File: config.mk
export PLATFORM = sky130hd
export DESIGN_NAME = max_seq_driver
export DESIGN_NICKNAME = d
export VERILOG_FILES = /design/src/rtl/max_seq_driver.sv
export SDC_FILE = /design/constraint.sdc
export NUM_CORES = 1
export LEC_CHECK = 0
export BUFFER_PORTS_ARGS = -buffer_cell sky130_fd_sc_hd__buf_2
export CAP_MARGIN = 40
export CELL_PAD_IN_SITES_DETAIL_PLACEMENT = 1
export CELL_PAD_IN_SITES_GLOBAL_PLACEMENT = 2
export CORE_ASPECT_RATIO = 0.8
export CORE_MARGIN = 2
export CORE_UTILIZATION = 31
export DETAILED_ROUTE_END_ITERATION = 10
export PLACE_DENSITY_LB_ADDON = 0.1
export SKIP_CTS_REPAIR_TIMING = 1
export SYNTH_ARGS = -nofsm -noshare
export SYNTH_HDL_FRONTEND = slang
export SYNTH_SLANG_ARGS = --single-unit
File: constraint.sdc
create_clock -name clk -period 3.45 [get_ports clk]
set_input_delay 0.345 -clock clk [delete_from_list [all_inputs] [get_ports clk]]
set_output_delay 0.345 -clock clk [all_outputs]
set_load 0.02 [all_outputs]
File: src/rtl/max_seq_driver.sv
// Initiator for the start/done max-compare responder: fetches N operands, reduces them to their maximum.
// Optional build macro MAX_DRV_TIMEOUT_EN adds a rsp_done watchdog that aborts to EMIT with out_err=1.
//
// state | meaning
// IDLE  | waiting for a length command
// FIRST | fetching the first operand; it seeds the running max
// FETCH | fetching the next operand and loading req_a/req_b
// ISSUE | one-cycle req_start pulse
// SKIP  | responder done is still stale from idle; ignore it
// WAIT  | waiting for rsp_done (optionally bounded by the watchdog)
// EMIT  | presenting out_max until out_ready
module max_seq_driver #(
    parameter int WIDTH       = 32,
    parameter int CNT_W       = 16,
    parameter int TIMEOUT_CYC = 64
) (
    input  logic             clk,
    input  logic             reset,
    input  logic             cmd_valid,
    output logic             cmd_ready,
    input  logic [CNT_W-1:0] cmd_len,
    input  logic             in_valid,
    output logic             in_ready,
    input  logic [WIDTH-1:0] in_data,
    output logic             req_start,
    output logic [WIDTH-1:0] req_a,
    output logic [WIDTH-1:0] req_b,
    input  logic             rsp_done,
    input  logic [WIDTH-1:0] rsp_result,
    output logic             out_valid,
    input  logic             out_ready,
    output logic [WIDTH-1:0] out_max,
    output logic             out_err,
    output logic             busy
);

    typedef enum logic [2:0] {
        S_IDLE,
        S_FIRST,
        S_FETCH,
        S_ISSUE,
        S_SKIP,
        S_WAIT,
        S_EMIT
    } state_t;

    localparam logic [CNT_W-1:0] CNT_ONE = CNT_W'(1);

    state_t           state;
    state_t           state_next;
    logic [CNT_W-1:0] remaining;
    logic [WIDTH-1:0] max_val;
    logic             last_elem;
    logic             timed_out;

    assign last_elem = (remaining == CNT_ONE);

`ifdef MAX_DRV_TIMEOUT_EN
    localparam int TO_W = (TIMEOUT_CYC > 1) ? $clog2(TIMEOUT_CYC) : 1;
    localparam logic [TO_W-1:0] TO_LOAD = TO_W'(TIMEOUT_CYC - 1);

    logic [TO_W-1:0] timer;

    // Down-counter loaded in SKIP so WAIT lasts at most TIMEOUT_CYC cycles.
    always_ff @(posedge clk) begin
        if (reset) begin
            timer <= '0;
        end else if (state == S_SKIP) begin
            timer <= TO_LOAD;
        end else if (state == S_WAIT && timer != '0) begin
            timer <= timer - TO_W'(1);
        end
    end

    assign timed_out = (state == S_WAIT) && !rsp_done && (timer == '0);
`else
    assign timed_out = 1'b0;
`endif

    always_ff @(posedge clk) begin
        if (reset) begin
            state <= S_IDLE;
        end else begin
            state <= state_next;
        end
    end

    always_comb begin
        state_next = state;
        unique case (state)
            S_IDLE: begin
                if (cmd_valid) begin
                    state_next = (cmd_len == '0) ? S_EMIT : S_FIRST;
                end
            end
            S_FIRST: begin
                if (in_valid) begin
                    state_next = last_elem ? S_EMIT : S_FETCH;
                end
            end
            S_FETCH: begin
                if (in_valid) begin
                    state_next = S_ISSUE;
                end
            end
            S_ISSUE: state_next = S_SKIP;
            S_SKIP:  state_next = S_WAIT;
            S_WAIT: begin
                if (rsp_done) begin
                    state_next = last_elem ? S_EMIT : S_FETCH;
                end else if (timed_out) begin
                    state_next = S_EMIT;
                end
            end
            S_EMIT: begin
                if (out_ready) begin
                    state_next = S_IDLE;
                end
            end
            default: state_next = S_IDLE;
        endcase
    end

    assign cmd_ready = (state == S_IDLE);
    assign in_ready  = (state == S_FIRST) || (state == S_FETCH);
    assign req_start = (state == S_ISSUE);
    assign out_valid = (state == S_EMIT);
    assign busy      = (state != S_IDLE);

    // req_a/req_b load only in FETCH, so they hold from ISSUE until WAIT exits.
    always_ff @(posedge clk) begin
        if (reset) begin
            remaining <= '0;
            max_val   <= '0;
            req_a     <= '0;
            req_b     <= '0;
            out_max   <= '0;
            out_err   <= 1'b0;
        end else begin
            unique case (state)
                S_IDLE: begin
                    if (cmd_valid) begin
                        remaining <= cmd_len;
                        max_val   <= '0;
                        out_err   <= 1'b0;
                        if (cmd_len == '0) begin
                            out_max <= '0;
                        end
                    end
                end
                S_FIRST: begin
                    if (in_valid) begin
                        max_val   <= in_data;
                        remaining <= remaining - CNT_ONE;
                        if (last_elem) begin
                            out_max <= in_data;
                        end
                    end
                end
                S_FETCH: begin
                    if (in_valid) begin
                        req_a <= max_val;
                        req_b <= in_data;
                    end
                end
                S_WAIT: begin
                    if (rsp_done) begin
                        max_val   <= rsp_result;
                        remaining <= remaining - CNT_ONE;
                        if (last_elem) begin
                            out_max <= rsp_result;
                        end
                    end else if (timed_out) begin
                        out_max <= max_val;
                        out_err <= 1'b1;
                    end
                end
                S_EMIT: begin
                    if (out_ready) begin
                        out_err <= 1'b0;
                    end
                end
                default: ;
            endcase
        end
    end

endmodule

* After elaboration in Yosys (flattened, before gate mapping)
Index checks and enable logic that the tools add are counted.
** Word-level totals
- Register bits :: 148
- Bits of input ports :: 86
** Cells by class
- $add $sub $neg :: 1
- Equality and inequality tests :: 15
- Muxes and demuxes :: 26
- Reduce and logical (&&, ||, !) cells :: 11
** Operator list (count)
- 32-bit 2-to-1 mux :: 9
- 32-bit case mux with 3 select lines :: 2
- 16-bit 2-to-1 mux :: 3
- 16-bit case mux with 3 select lines :: 1
- 3-bit 2-to-1 mux :: 7
- 3-bit case mux with 7 select lines :: 1
- 16-bit by 1-bit equality test with 1-bit output (second input constant) :: 1
- 16-bit logical NOT :: 1
- 16-bit by 1-bit subtractor with 16-bit output (second input constant) :: 1
- 2-bit inequality test (second input constant) :: 6
- 3-bit equality test (second input constant) :: 3
- 7-bit AND reduction :: 1
- 3-bit by 2-bit equality test with 1-bit output (second input constant) :: 2
- 3-bit nonzero test :: 2
- 5-bit AND reduction :: 1
- 2-bit by 1-bit inequality test with 1-bit output (second input constant) :: 2
- 4-bit AND reduction :: 1
- 3-bit by 1-bit equality test with 1-bit output (second input constant) :: 1
- 3-bit logical NOT :: 1
- 3-bit AND reduction :: 1
- 1-bit 2-to-1 mux :: 2
- 1-bit case mux with 2 select lines :: 1
- 2-bit AND reduction :: 1
- 2-bit nonzero test :: 1
- 1-bit logical OR :: 1

* Logic depth before layout (Yosys ltp)
- Depth after elaboration :: 4
- Depth in mapped cells :: 9
- Gate-level depth less buffers :: 7

* Least setup slack after synthesis
OpenSTA, ideal clock, no wires.
- Path type :: reg-to-reg
- Start point :: register state[2]
- End point :: register out_max[28]
- Library setup time :: 0.070 ns
- Data arrival time :: 1.983 ns
- Required time :: 3.380 ns
- Path slack :: 1.396 ns
- Cell stages (with the launch flop) :: 9
- Clock period less this slack :: 2.054 ns
- Cell sequence :: dfxtp_1 buf_2 or3_1 inv_1 a211o_1 buf_6 clkbuf_2 or4_1 a21oi_1
** On the way
- Longest elaborated chain between the ends :: 3
** Ends and longest elaborated chain
- start: declaration :: line 49 : state_t state;
- start signal: assignment :: line 84 : state <= state_next;
- 3-bit logical NOT *
- via cmd_ready :: line 20 : output logic cmd_ready,
- 2-bit by 1-bit inequality test with 1-bit output (no source line), or another cell as far along
- 7-bit AND reduction (no source line)
- end signal: assignment :: line 156 : out_max <= in_data;
- end signal: assignment :: line 171 : out_max <= rsp_result;
- end signal: assignment :: line 174 : out_max <= max_val;
- end: declaration :: line 32 : output logic [WIDTH-1:0] out_max,
The timed path passes the listed nets; every way through them passes the cells marked *.
A chain may end at the register's enable or synchronous reset.

* Final worst setup path
- Start point :: register state[1]
- End point :: output in_ready
** On the way
- Longest elaborated chain between the ends :: 2
** Ends and longest elaborated chain
- 3-bit by 1-bit equality test with 1-bit output or 3-bit by 2-bit equality test with 1-bit output (tied branches) :: line 125 : assign in_ready = (state == S_FIRST) || (state == S_FETCH);
- 1-bit logical OR * :: line 125
- end: declaration :: line 23 : output logic in_ready,
Every way passes the cells marked *; elsewhere a longest branch is shown, timed or not.

==> results.ini <==
[final_layout]
area_growth_pct = 28.4
layout-drive-gt1-share_pct = 25.4
fillCellCount = 2449
nets = 1028
post-route-util_pct = 40.7
insertedDiodeCount = 0
final_area_mm2 = 0.00810

[floorplanning]
die_y_um = 132
coreArea_mm2 = 0.0199
die_area_mm2 = 0.0215
io_pins = 188
start_util_pct = 31.7
row_count = 46
die_w_um = 163

[routing]
vias_per_cell = 5.16
drt_iter0_markers = 237
drc = 0
num_vias = 6276
avgRoutedWirePerCell_um = 17.7
detail_route.first_pass.iterations = 4
drtAntennaViolNets = 0
wl_um = 21600

[setup_path]
cp-start-kind = register
reg2reg_from = state[0]
startpoint = state[1]
cp_cell_sequence = nand2b_2, buf_4, a21oi_1, buf_2
critPathRequiredTime_ns = 3.11
cpMaxStageDelayCell = nand2b_2
cp-end-kind = primary output
cp_num_cells = 4
slowest_delay_ns = 0.65
rrSetupSlack_ns = 0.91
crit_buf_inv = 2
crit_end = in_ready
cp.arrival_ns = 2.47
path_class = register to primary output
r2r-end = out_max[20]
crit_family = simple AND/OR/NAND/NOR gates
worstRegToRegCells = 6
critical_path.max_fanout = 39

[synth]
yosysSeqAreaShare_pct = 46.7
synth_top_area_cell = dfxtp_1
yosys-top-cells-count = nand2_1 (172), a21oi_1 (149), dfxtp_1 (147)
ys_types = 48
synth_edf_count = 0
syn_inst = 792
synth_nets = 880
async_reset_ff_share_pct = 0
synth.top_cell.area_share_pct = 46.7
ys.flop_type = dfxtp_1
synth_seq_cells = 147
yosysMostFrequentCell = nand2_1
yosysWarnings = 0
avgSynthCellArea_um2 = 7.96
syn-cell-area_mm2 = 0.00631
yosys-top-cells-area = dfxtp_1 (47%), a21oi_1 (12%), nand2_1 (10%), mux2i_1 (5.2%), or4_1 (3.8%)

[pwr]
ir_worst_vdd_mv = 0.279
power.density_mw_per_mm2 = 622
p_leak_uw = 0.00313

[status]
status = completed

[sta]
final-setup-viol-count = 0
finalClockSkew_ns = 0.00914
worst_pin_slew_ns = 0.918
finalHoldViolations = 0
rsz0062_at_grt = no
min_period_ns = 2.81
relSlewSlack_pct = 38.7
drv_slew = 0
fin_crit_sh_pct = 81.5
fin_setup_tns_ns = 0
fmax_mhz = 356
setup_slack_ns = 0.639

[place]
place_hpwl_um = 14900
place_ws_ns = 0.695
placed_area_mm2 = 0.00745
gp_congestion = 0.772
port_buffers = 186

[cts]
cts-root-buf = clkbuf_16
clk_pin_slew_ns = 0.07
htreeDepth = 4
cts_buffers = 17
cts.path.max_buffers = 2
clock_sinks = 147
insertion_delay_ns = 0.43
cts_tree = yes

[global_route]
met3_usage_pct = 4.39
grt_pass1_vias = 6376
use_met1_pct = 27.0
grt_pass1_wl_um = 34300
grt_usage_pct = 20.1
met2_usage_pct = 32.4
grt_overflow = 0
grt_antenna_before_repair = 1
grt_max_degree = 65
top_usage_layer = met2

[min_path]
min_path_type = input pin to register
min-delay-start = in_data[2]

[run]
cap_violations = 0

cell type report:
type	instances	area, um^2	area share (%)
clock inverter	13	195	2.41
inverter	6	22.5	0.278
timing repair buffer	202	1090	13.4
clock buffer	19	453	5.60
tap	264	330	4.08
multi-input combinational	566	3060	37.9
sequential	147	2940	36.4
cell usage in the layout, fill, tap and decap left out, drive strengths merged, types with 2 or more instances in the layout:
| cell type | netlist | final |
|---|---|---|
| ha | 2 | 2 |
| nand2 | 172 | 172 |
| nor3 | 6 | 6 |
| or4 | 32 | 32 |
| a22o | 2 | 2 |
| clkbuf | 63 | 19 |
| inv | 6 | 11 |
| nor2b | 6 | 6 |
| dfxtp | 147 | 147 |
| o22ai | 3 | 3 |
| nor2 | 21 | 21 |
| buf | 10 | 202 |
| nand2b | 5 | 5 |
| bufinv | 0 | 4 |
| a21oi | 149 | 149 |
| a211oi | 3 | 3 |
| clkinv | 0 | 2 |
| a22oi | 2 | 2 |
| and3 | 2 | 2 |
| clkinvlp | 0 | 2 |
| nor3b | 3 | 3 |
| or3 | 35 | 35 |
| nand3 | 6 | 6 |
| mux2i | 33 | 33 |
| o21a | 4 | 4 |
| a31oi | 2 | 2 |
| o31ai | 3 | 3 |
| o21ai | 47 | 47 |
| o32ai | 2 | 2 |
| a2bb2oi | 2 | 2 |
| nor4 | 9 | 9 |
worst min-delay path: cells and delay by family:
kind / cells / cell delay (ns)
buffers and inverters: 1 / 0.11
AOI/OAI and AO/OA: 1 / 0.05
and+or+nand+nor: 1 / 0.05
per-stage QoR:
| step | power, uW | hold WS, ns | std cells |
|---|---|---|---|
| floorplan | 2630 | 0.432 | 792 |
| global route | 5300 | 0.153 | 1217 |
| CTS | 5100 | 0.142 | 1217 |
| finish | 5040 | 0.161 | 1217 |
| detailed placement | 3030 | 0.446 | 1185 |
| global placement | 2960 | 0.437 | 1183 |
where the power goes:
group	switching, uW	internal (uW)	leakage, uW	total, uW
Clock	789	1260	0.000313	2050
Sequential	95.4	1810	0.00119	1900
Combinational	737	345	0.00162	1080
Total	1620	3410	0.00313	5040
layer usage:
layer  wire length (um)  share of wire (%)
met4                286                1.3
met2               9920                 46
met1              10100                 47
met5                  0                  0
met3               1250                5.8
sequential cells by signal (all words and copies together) (netlist names):
signal	cells
state	3
out_max	32
req_b	32
req_a	32
remaining	16
max_val	32
logic make-up after synthesis:
kind of cell / count (synthesis) / synth area share, %
AO/OA/AOI/OAI: 228 / 19.6
flip-flops: 147 / 46.7
buffers and inverters: 79 / 5.14
other: 1 / 0.0595
adder cells (fa/ha/maj): 2 / 0.397
AND/OR/NAND/NOR: 302 / 22.9
multiplexers: 33 / 5.24
worst min-delay path by stage:
stage | to | slack (ns) | depth (start not counted)
2_1_floorplan | req_a[0] | 0.43 | 2
3_3_place_gp | req_a[5] | 0.44 | 2
3_5_place_dp | req_a[21] | 0.45 | 2
4_1_cts | req_b[2] | 0.14 | 3
5_1_grt | req_b[20] | 0.15 | 3
6_report | req_b[2] | 0.16 | 3
Note: power is estimated with default switching activity, not from simulation.
